**config.mk**
```make
export PLATFORM = sky130hd
export DESIGN_NAME = gfx_plane_mixer
export DESIGN_NICKNAME = d
export VERILOG_FILES = /design/src/rtl/gfx_plane_mixer.sv
export SDC_FILE = /design/constraint.sdc
export NUM_CORES = 1
export LEC_CHECK = 0
export ABC_CLOCK_PERIOD_IN_PS = 17200
export BUFFER_PORTS_ARGS = -buffer_cell sky130_fd_sc_hd__buf_2
export CORE_ASPECT_RATIO = 0.75
export CORE_MARGIN = 1
export CORE_UTILIZATION = 38
export DETAILED_ROUTE_END_ITERATION = 6
export SLEW_MARGIN = 0
export SYNTH_ARGS = -nofsm -noshare
export SYNTH_HDL_FRONTEND = slang
export SYNTH_SLANG_ARGS = --single-unit
```
**constraint.sdc**
```tcl
create_clock -name clk -period 17.2 [get_ports clk]
set_input_delay 5.16 -clock clk [delete_from_list [all_inputs] [get_ports clk]]
set_output_delay 5.16 -clock clk [all_outputs]
set_load 0.05 [all_outputs]
```
**src/rtl/gfx_plane_mixer.sv**
```systemverilog
// gfx_plane_mixer: fetches bitplane bytes one character group ahead of the
// beam and mixes prioritised colour layers into registered RGB pixels.
//
// Ports:
//   clk        - the only clock
//   reset_n    - synchronous active-low reset
//   h, v       - horizontal pixel / vertical line counters
//   de         - display enable for the current h
//   vram_addr  - VRAM read address (valid while vram_rd=1)
//   vram_rd    - VRAM read strobe
//   vram_data  - VRAM read data, valid one cycle after vram_rd
//   pal        - per-plane palette bytes, byte i belongs to plane i
//   mask       - per-plane enable
//   prio_swap  - 1 gives layer 0 the highest priority
//   red/green/blue - registered pixel colour
module gfx_plane_mixer #(
  parameter int unsigned LAYERS       = 2,
  parameter int unsigned PLANES       = 3,
  parameter int unsigned ADDR_W       = 13,
  parameter int unsigned BASE         = 'hEC0,
  parameter int unsigned PLANE_STRIDE = 'h0,
  parameter int unsigned LINE_BYTES   = 24
) (
  input  logic                       clk,
  input  logic                       reset_n,
  input  logic [8:0]                 h,
  input  logic [8:0]                 v,
  input  logic                       de,
  output logic [ADDR_W-1:0]          vram_addr,
  output logic                       vram_rd,
  input  logic [7:0]                 vram_data,
  input  logic [LAYERS*PLANES*8-1:0] pal,
  input  logic [LAYERS*PLANES-1:0]   mask,
  input  logic                       prio_swap,
  output logic [7:0]                 red,
  output logic [7:0]                 green,
  output logic [7:0]                 blue
);

  localparam int unsigned NPL = LAYERS * PLANES;

  // Elaboration-time parameter checks
  if (NPL < 1 || NPL > 6) begin : g_npl_check
    $error("gfx_plane_mixer: LAYERS*PLANES must be in 1..6");
  end
  if (LINE_BYTES > 64) begin : g_line_check
    $error("gfx_plane_mixer: LINE_BYTES must not exceed 64");
  end

  logic [2:0] phase;
  logic [5:0] fgrp;
  logic       fetch_ok;

  logic [7:0] staging [NPL];
  logic [7:0] disp    [NPL];

  // Per layer: [5:3] = B/G/R enable bits, [2:0] = B/G/R bright bits
  logic [5:0] lcol [LAYERS];
  logic [7:0] r_c, g_c, b_c;

  // Palette bits 3 and 7 carry no meaning
  logic unused_pal;
  assign unused_pal = ^pal;

  // Fetch target is the next group; 6-bit wrap makes group 63 fetch column 0
  assign phase    = h[2:0];
  assign fgrp     = h[8:3] + 6'd1;
  assign fetch_ok = 32'(fgrp) < LINE_BYTES;

  function automatic logic [7:0] chan(input logic en, input logic br);
    return en ? (br ? 8'hFF : 8'h80) : 8'h00;
  endfunction

  // Read request is decoded straight from h so data lands one phase later
  always_comb begin
    vram_rd   = 1'b0;
    vram_addr = '0;
    if (reset_n && fetch_ok && (32'(phase) < NPL)) begin
      vram_rd   = 1'b1;
      vram_addr = ADDR_W'(BASE + 32'(phase) * PLANE_STRIDE
                          + 32'(v) * LINE_BYTES + 32'(fgrp));
    end
  end

  // Staging capture (plane p lands at the edge ending phase p+1) and
  // hand-over to the display registers at the edge ending phase 7
  always_ff @(posedge clk) begin
    if (!reset_n) begin
      for (int i = 0; i < int'(NPL); i++) begin
        staging[i] <= 8'h00;
        disp[i]    <= 8'h00;
      end
    end else if (phase == 3'd7) begin
      for (int i = 0; i < int'(NPL); i++) begin
        disp[i]    <= staging[i];
        staging[i] <= 8'h00;
      end
    end else begin
      for (int i = 0; i < int'(NPL); i++) begin
        if (int'(phase) == i + 1) begin
          staging[i] <= fetch_ok ? vram_data : 8'h00;
        end
      end
    end
  end

  // Layer colour: OR of the palette bytes of lit, enabled planes
  always_comb begin
    for (int l = 0; l < int'(LAYERS); l++) begin
      lcol[l] = 6'h00;
      for (int p = 0; p < int'(PLANES); p++) begin
        if (disp[l*PLANES+p][3'd7 - phase] && mask[l*PLANES+p]) begin
          lcol[l] = lcol[l] | {pal[(l*PLANES+p)*8+4 +: 3],
                               pal[(l*PLANES+p)*8   +: 3]};
        end
      end
    end
  end

  // Per-channel priority: walk lowest to highest priority, nonzero overrides
  always_comb begin
    r_c = 8'h00;
    g_c = 8'h00;
    b_c = 8'h00;
    for (int k = 0; k < int'(LAYERS); k++) begin
      logic [5:0] c;
      logic [7:0] cr, cg, cb;
      c  = prio_swap ? lcol[int'(LAYERS) - 1 - k] : lcol[k];
      cr = chan(c[3], c[0]);
      cg = chan(c[4], c[1]);
      cb = chan(c[5], c[2]);
      if (cr != 8'h00) r_c = cr;
      if (cg != 8'h00) g_c = cg;
      if (cb != 8'h00) b_c = cb;
    end
  end

  // Registered pixel output, blanked outside the display window
  always_ff @(posedge clk) begin
    if (!reset_n || !de) begin
      red   <= 8'h00;
      green <= 8'h00;
      blue  <= 8'h00;
    end else begin
      red   <= r_c;
      green <= g_c;
      blue  <= b_c;
    end
  end

endmodule

```
==> results of run 1 <==
-- synthesized netlist by cell type (2+ instances only) --
library cell  number  area share [%]
nand2b_1           2            0.24
nor2_1            16             1.1
mux2i_1            3            0.57
dfxtp_1            6             2.3
xnor2_1            6            0.99
a211o_1            4            0.66
o22ai_1            2            0.24
inv_1             12            0.85
a222oi_1           7             1.3
or2_2              3            0.35
fa_1               2            0.75
ha_1              12             2.8
edfxtp_1          96              54
o21ai_0           15             1.4
buf_4             20             2.8
a221o_1            3            0.57
nor2b_1            6            0.71
mux4_1             2            0.99
o21a_1             2            0.28
mux2_2             7             1.5
xor2_1             4            0.66
mux4_2             3             1.3
nor3b_1            2            0.28
buf_6              2            0.42
a21o_1             3            0.42
a22o_1             4            0.66
and3_1             2            0.24
nand3_1            4            0.38
and2_1           105              12
o221ai_1           3            0.50
nor3_1             7            0.66
clkbuf_1           8            0.57
nand2_1           18             1.3
a211oi_1          10             1.4
nor4_1             5            0.59
a21oi_1           15             1.4
-- per-stage QoR --
| step | hold WS (ns) | setup slack (ns) | instances |
|---|---|---|---|
| after floorplan | 0.497 | 3.93 | 433 |
| after global placement | 0.501 | 4.17 | 685 |
| after detailed placement | 0.501 | 4.17 | 685 |
| after CTS | 0.517 | 4.14 | 700 |
| after global routing | 0.530 | 3.91 | 700 |
| final | 0.516 | 4.13 | 700 |
-- worst reg2reg max path, cell delays in order (launching register included) --
cell and delay, ns:
edfxtp_1 0.33, mux2_2 0.15, o21ai_0 0.09, a2111oi_2 0.96, a222oi_1 0.37, a211o_1 0.32, a21oi_1 0.18
-- sequential cells by signal (all words and copies together), names as in the netlist --
signal,flops
disp,48
blue,2
green,2
red,2
staging,48
-- layout make-up --
| class | instances | area share (%) |
|---|---|---|
| well taps | 171 | 3.46 |
| clock buffers | 9 | 3.65 |
| multi-input cells | 289 | 33.5 |
| repair buffers | 111 | 9.07 |
| clock inverters | 6 | 1.01 |
| flip-flops and latches | 102 | 48.6 |
| inverters | 12 | 0.729 |
-- metal layers --
metal	up-vias	routed length, um
met2	158	5200
met4	0	128
met5	-	0
met1	1674	5330
met3	14	822
li1	1760	-
-- kinds of logic after synthesis --
family	Yosys count
adder cells (fa/ha/maj)	14
multiplexers	16
buffers and inverters	42
AND/OR/NAND/NOR	172
AO/OA/AOI/OAI	77
XOR/XNOR	10
flip-flops	102
-- worst max path at each step --
stage / slack [ns] / end
final: 4.13 / vram_addr[12]
after global routing: 3.91 / vram_addr[12]
after CTS: 4.14 / vram_addr[12]
after detailed placement: 4.17 / vram_addr[12]
after global placement: 4.17 / vram_addr[12]
after floorplan: 3.93 / vram_addr[12]
-- power groups by stage --
| stage | clock (W) | sequential, W | combinational (W) |
|---|---|---|---|
| after floorplan | 0 | 0.000297 | 0.0000608 |
| after global placement | 0 | 0.000294 | 0.0000877 |
| after detailed placement | 0 | 0.000295 | 0.0000896 |
| after CTS | 0.000201 | 0.000289 | 0.0000902 |
| after global routing | 0.000210 | 0.000291 | 0.0000987 |
| final | 0.000197 | 0.000289 | 0.0000902 |
==> results.toml, run 1 <==
[power]
peakVddDrop_mv = 0.0538
power_density_nw_per_um2 = 93.3
swShare_pct = 25.6
power_switching_w = 0.000148
p_clk_share_pct = 34.2
p_int_w = 0.000429
p_leak_nw = 2.59
p_total_w = 0.000577
combPwrFrac_pct = 15.6
seq_power_share_pct = 50.2

[logic_synthesis]
yosys.area_share.adder_pct = 3.58
synth_xor_area_share_pct = 1.65
synth_mux_area_share_pct = 4.53
syn_inst = 433
async_reset_ff_share_pct = 0
synth_simple_gate_area_share_pct = 18.5
syn_area_sq_um = 5310
synth-edff-count = 96
synth_seq_cells = 102
yosysWarnings = 0
synth_ff_type = "edfxtp_1"
synth-compound-area-share_pct = 10.5
syn_nets = 531
synth.avg_cell_area_sq_um = 12.3
seq_area_frac_synth_pct = 56.6
synth_top_family_by_area = "simple AND/OR/NAND/NOR gates"
yosys.cell_types.count = 48

[worst_setup_path]
crit_required_ns = 12.04
cp.depth = 10
cp_slowest_cell = "a222oi_1"
startpoint = "v[1]"
startpoint_type = "input pin"
r2r_cells = 6
path_max_fanout = 3
crit_arrival_ns = 7.91
max_stage_delay_ns = 0.53
path_class = "input pin to primary output"
rrSetupSlack_ns = 14.73
r2r_start = "disp[4][6]"
cp-end-kind = "primary output"
crit_chain = "buf_2 -> ha_1 -> fa_1 -> a211oi_1 -> o21bai_1 -> a211o_1 -> a222oi_1 -> a211oi_1 -> nor3_1 -> buf_2"
r2r_end = "red[6]"
cp_top_family = "compound AO/OA/AOI/OAI gates"
worst-path-buf-inv = 2

[cts]
numCtsBuffers = 9
post_cts_resized = 0
clk_pin_slew_worst_paths_ns = 0.06
clock_sinks = 102
ctsRootBufferMaster = "clkbuf_16"
htreeDepth = 3
clockBufferDepth = 2
cts_tree = "yes"
ctsHoldBuffers = 0
cts_setup_buffers = 0
clock_latency_ns = 0.34

[floorplan]
initial_utilization_pct = 39.9
dieWidth_um = 138
ios = 122
dieArea_sq_um = 14400
core_sq_um = 13300
die_h_um = 104
fp-row-count = 36

[cells_and_area]
layout.nets = 623
num_antenna_cells = 0
drive_gt1_share_pct = 27.0
area_growth_pct = 16.5
multi_input_area_sq_um = 2070
fillers = 1205
final_core_util_pct = 46.5
final_common_cell = "buf_2"
final_cell_mix = "buf_2 (109), and2_1 (105), edfxtp_1 (96)"
fin_area_sq_um = 6180
seq_area_sq_um = 3000

[timing]
rsz0062_at_grt = "no"
finClkSkew_ns = 0.00450
setup_tns_ns = 0
max_freq_ghz = 0.0765
slew_headroom_pct = 29.6
worstMarginPinSlew_ns = 1.05
setup-violations-final = 0
hold_violations = 0
fin_crit_sh_pct = 76.0
slew_viol_final = 0
period_needed_ns = 13.07

[hold_path]
holdPathStages = 1
min_to = "disp[2][6]"
hold_class = "register to register"
hold_path.startpoint = "staging[2][6]"

[grt]
grtUsageTotal_pct = 16.4
grt_use_met1_pct = 22.1
grt_start_max_net_pins = 49
first_global_vias = 3435
use_met2_pct = 26.3
gr-usage-met3_pct = 4.24
grt-busiest-layer = "met2"
grt_antenna_before_repair = 0
grt_remaining_overflow = 0
grt_pass1_wl_um = 18000

[placement]
finalWeightedCongestion = 0.923
place_area_sq_um = 5890
portBuffers = 109
dp_hpwl_um = 8280

[detailed_routing]
wl_um = 11500
drc = 34
drt_iter0_drc = 264
ant_nets = 0
routedWlPerCell_um = 16.4
vias_per_cell = 5.15
vias = 3606
drtPass1Iterations = 7

[outcome]
status = "complete, but fails checks"
violations = "DRC"

[flow_run]
drv_cap = 0
Power figures use the tool's default switching activity.
==> run 2, diff against run 1 <==
ABC_CLOCK_PERIOD_IN_PS = 12400   (was 17200)
clock period = 12.4 ns   (was 17.2 ns; I/O delays follow)
==> run 2 against run 1 <==
Effect of this change:
- the run still ends with DRC left
- non-clock buffer count is the same
- setup slack lost 2.0 ns
- clock power grew 70%
- largest cell class unchanged
==> results.toml, run 2 (synthesis results as in run 1) <==
[detailed_routing]
vias = 3589
ant_nets = 0
drc = 35
drt_iter0_drc = 355
vias_per_cell = 5.12
wl_um = 11500
drtPass1Iterations = 6
routedWlPerCell_um = 16.4

[grt]
grtUsageTotal_pct = 16.5
grt_antenna_before_repair = 0
grt_start_max_net_pins = 49
grt_pass1_wl_um = 18000
grt_remaining_overflow = 0
first_global_vias = 3388

[power]
p_clk_share_pct = 38.9
swShare_pct = 23.5
combPwrFrac_pct = 14.5
power_density_nw_per_um2 = 138
seq_power_share_pct = 46.7
p_leak_nw = 2.63
p_int_w = 0.000658
peakVddDrop_mv = 0.0717
power_switching_w = 0.000202

[timing]
period_needed_ns = 10.25
slew_viol_final = 0
fin_crit_sh_pct = 82.6
max_freq_ghz = 0.0976
hold_violations = 0
setup-violations-final = 0
slew_headroom_pct = 31.0
finClkSkew_ns = 0.00675
finalHoldWorstSlack_ns = 0.515
rsz0062_at_grt = "no"
setup_tns_ns = 0
worstMarginPinSlew_ns = 1.03

[floorplan]
dieWidth_um = 138
fp-row-count = 36
core_sq_um = 13300
dieArea_sq_um = 14400
ios = 122
initial_utilization_pct = 39.9
die_h_um = 104

[placement]
finalWeightedCongestion = 0.917
portBuffers = 109
place_area_sq_um = 5890
dp_hpwl_um = 8410
place_inst = 685

[hold_path]
hold_class = "register to register"
holdPathStages = 1

[cts]
clockBufferDepth = 2
ctsHoldBuffers = 0
post_cts_resized = 0
cts_setup_buffers = 0
numCtsBuffers = 9
clock_sinks = 102
htreeDepth = 3
cts_tree = "yes"
clock_latency_ns = 0.34
ctsRootBufferMaster = "clkbuf_16"
clk_pin_slew_worst_paths_ns = 0.06

[cells_and_area]
reg_top3 = "disp x48, staging x48"
area_growth_pct = 17.9
drive_gt1_share_pct = 27.0
layout.nets = 623
seq_area_sq_um = 3000
fin_area_sq_um = 6250
fillers = 1198
num_antenna_cells = 0
stdcell_count = 701
final_cell_mix = "buf_2 (109), and2_1 (105), edfxtp_1 (96)"
multi_input_area_sq_um = 2070
final_common_cell = "buf_2"

[worst_setup_path]
startpoint_type = "input pin"
path_max_fanout = 3
cp-end-kind = "primary output"
crit_chain = "buf_2 -> ha_1 -> fa_1 -> a211oi_1 -> o21bai_1 -> a211o_1 -> a222oi_1 -> a211oi_1 -> nor3_1 -> buf_2"
r2r_cells = 6
crit_arrival_ns = 6.53
max_stage_delay_ns = 0.56
path_class = "input pin to primary output"
crit_required_ns = 8.68
cp_slowest_cell = "a222oi_1"

[flow_run]
drv_cap = 0

[outcome]
violations = "DRC"
status = "complete, but fails checks"
## run 2: cell types whose count changed in the layout (fill, tap and decap cells not counted)
cell,before,now
bufinv_16,1,4
clkbuf_1,0,1
clkinv_2,1,0
clkinvlp_4,2,0
## run 2: routing by layer
metal / share of wire (%) / wire length (um) / up-vias / GRT usage (%)
met5: 0 / 0 / - / 0
met4: 0.95 / 109 / 0 / 2.81
met3: 7.5 / 868 / 13 / 5.66
met2: 46 / 5280 / 141 / 26.8
met1: 46 / 5250 / 1674 / 21.6
li1: - / - / 1761 / -
## run 2: path summary, 6_finish.rpt
kind / endpoint / startpoint / slack [ns]
setup / recovery: vram_addr[12] / v[1] / 2.15
hold / removal: disp[2][1] / staging[2][1] / 0.51
setup reg to reg: green[6] / disp[0][5] / 10.08
hold reg to reg: disp[2][1] / staging[2][1] / 0.51
## run 2: layout make-up
cell class | instances | area share, %
timing repair buffer | 111 | 8.97
tap | 171 | 3.42
multi-input combinational | 289 | 33.1
clock inverter | 6 | 2.12
sequential | 102 | 48.0
inverter | 12 | 0.720
clock buffer | 10 | 3.66
## run 2: metrics by stage
stage          util, %  power [W]  worst slack (ns)
2_1_floorplan        -   0.000496              2.01
3_3_place_gp      44.3   0.000530              2.25
3_5_place_dp      44.3   0.000533              2.24
4_1_cts           47.1   0.000867              2.20
5_1_grt           47.1   0.000892              1.94
6_report          47.1   0.000860              2.15
## run 2: power groups by stage
stage	Combinational, W	Sequential (W)	Clock [W]
6_report	0.000125	0.000402	0.000334
5_1_grt	0.000136	0.000404	0.000352
4_1_cts	0.000125	0.000402	0.000340
3_5_place_dp	0.000124	0.000409	0
3_3_place_gp	0.000122	0.000408	0
2_1_floorplan	0.0000843	0.000412	0
## run 2: worst max-delay path, delay by kind of cell
kind | cells | cell delay, ns
AO/OA/AOI/OAI | 5 | 1.56
adder cells (fa/ha/maj) | 2 | 0.66
buffers and inverters | 2 | 0.41
AND/OR/NAND/NOR | 1 | 0.18
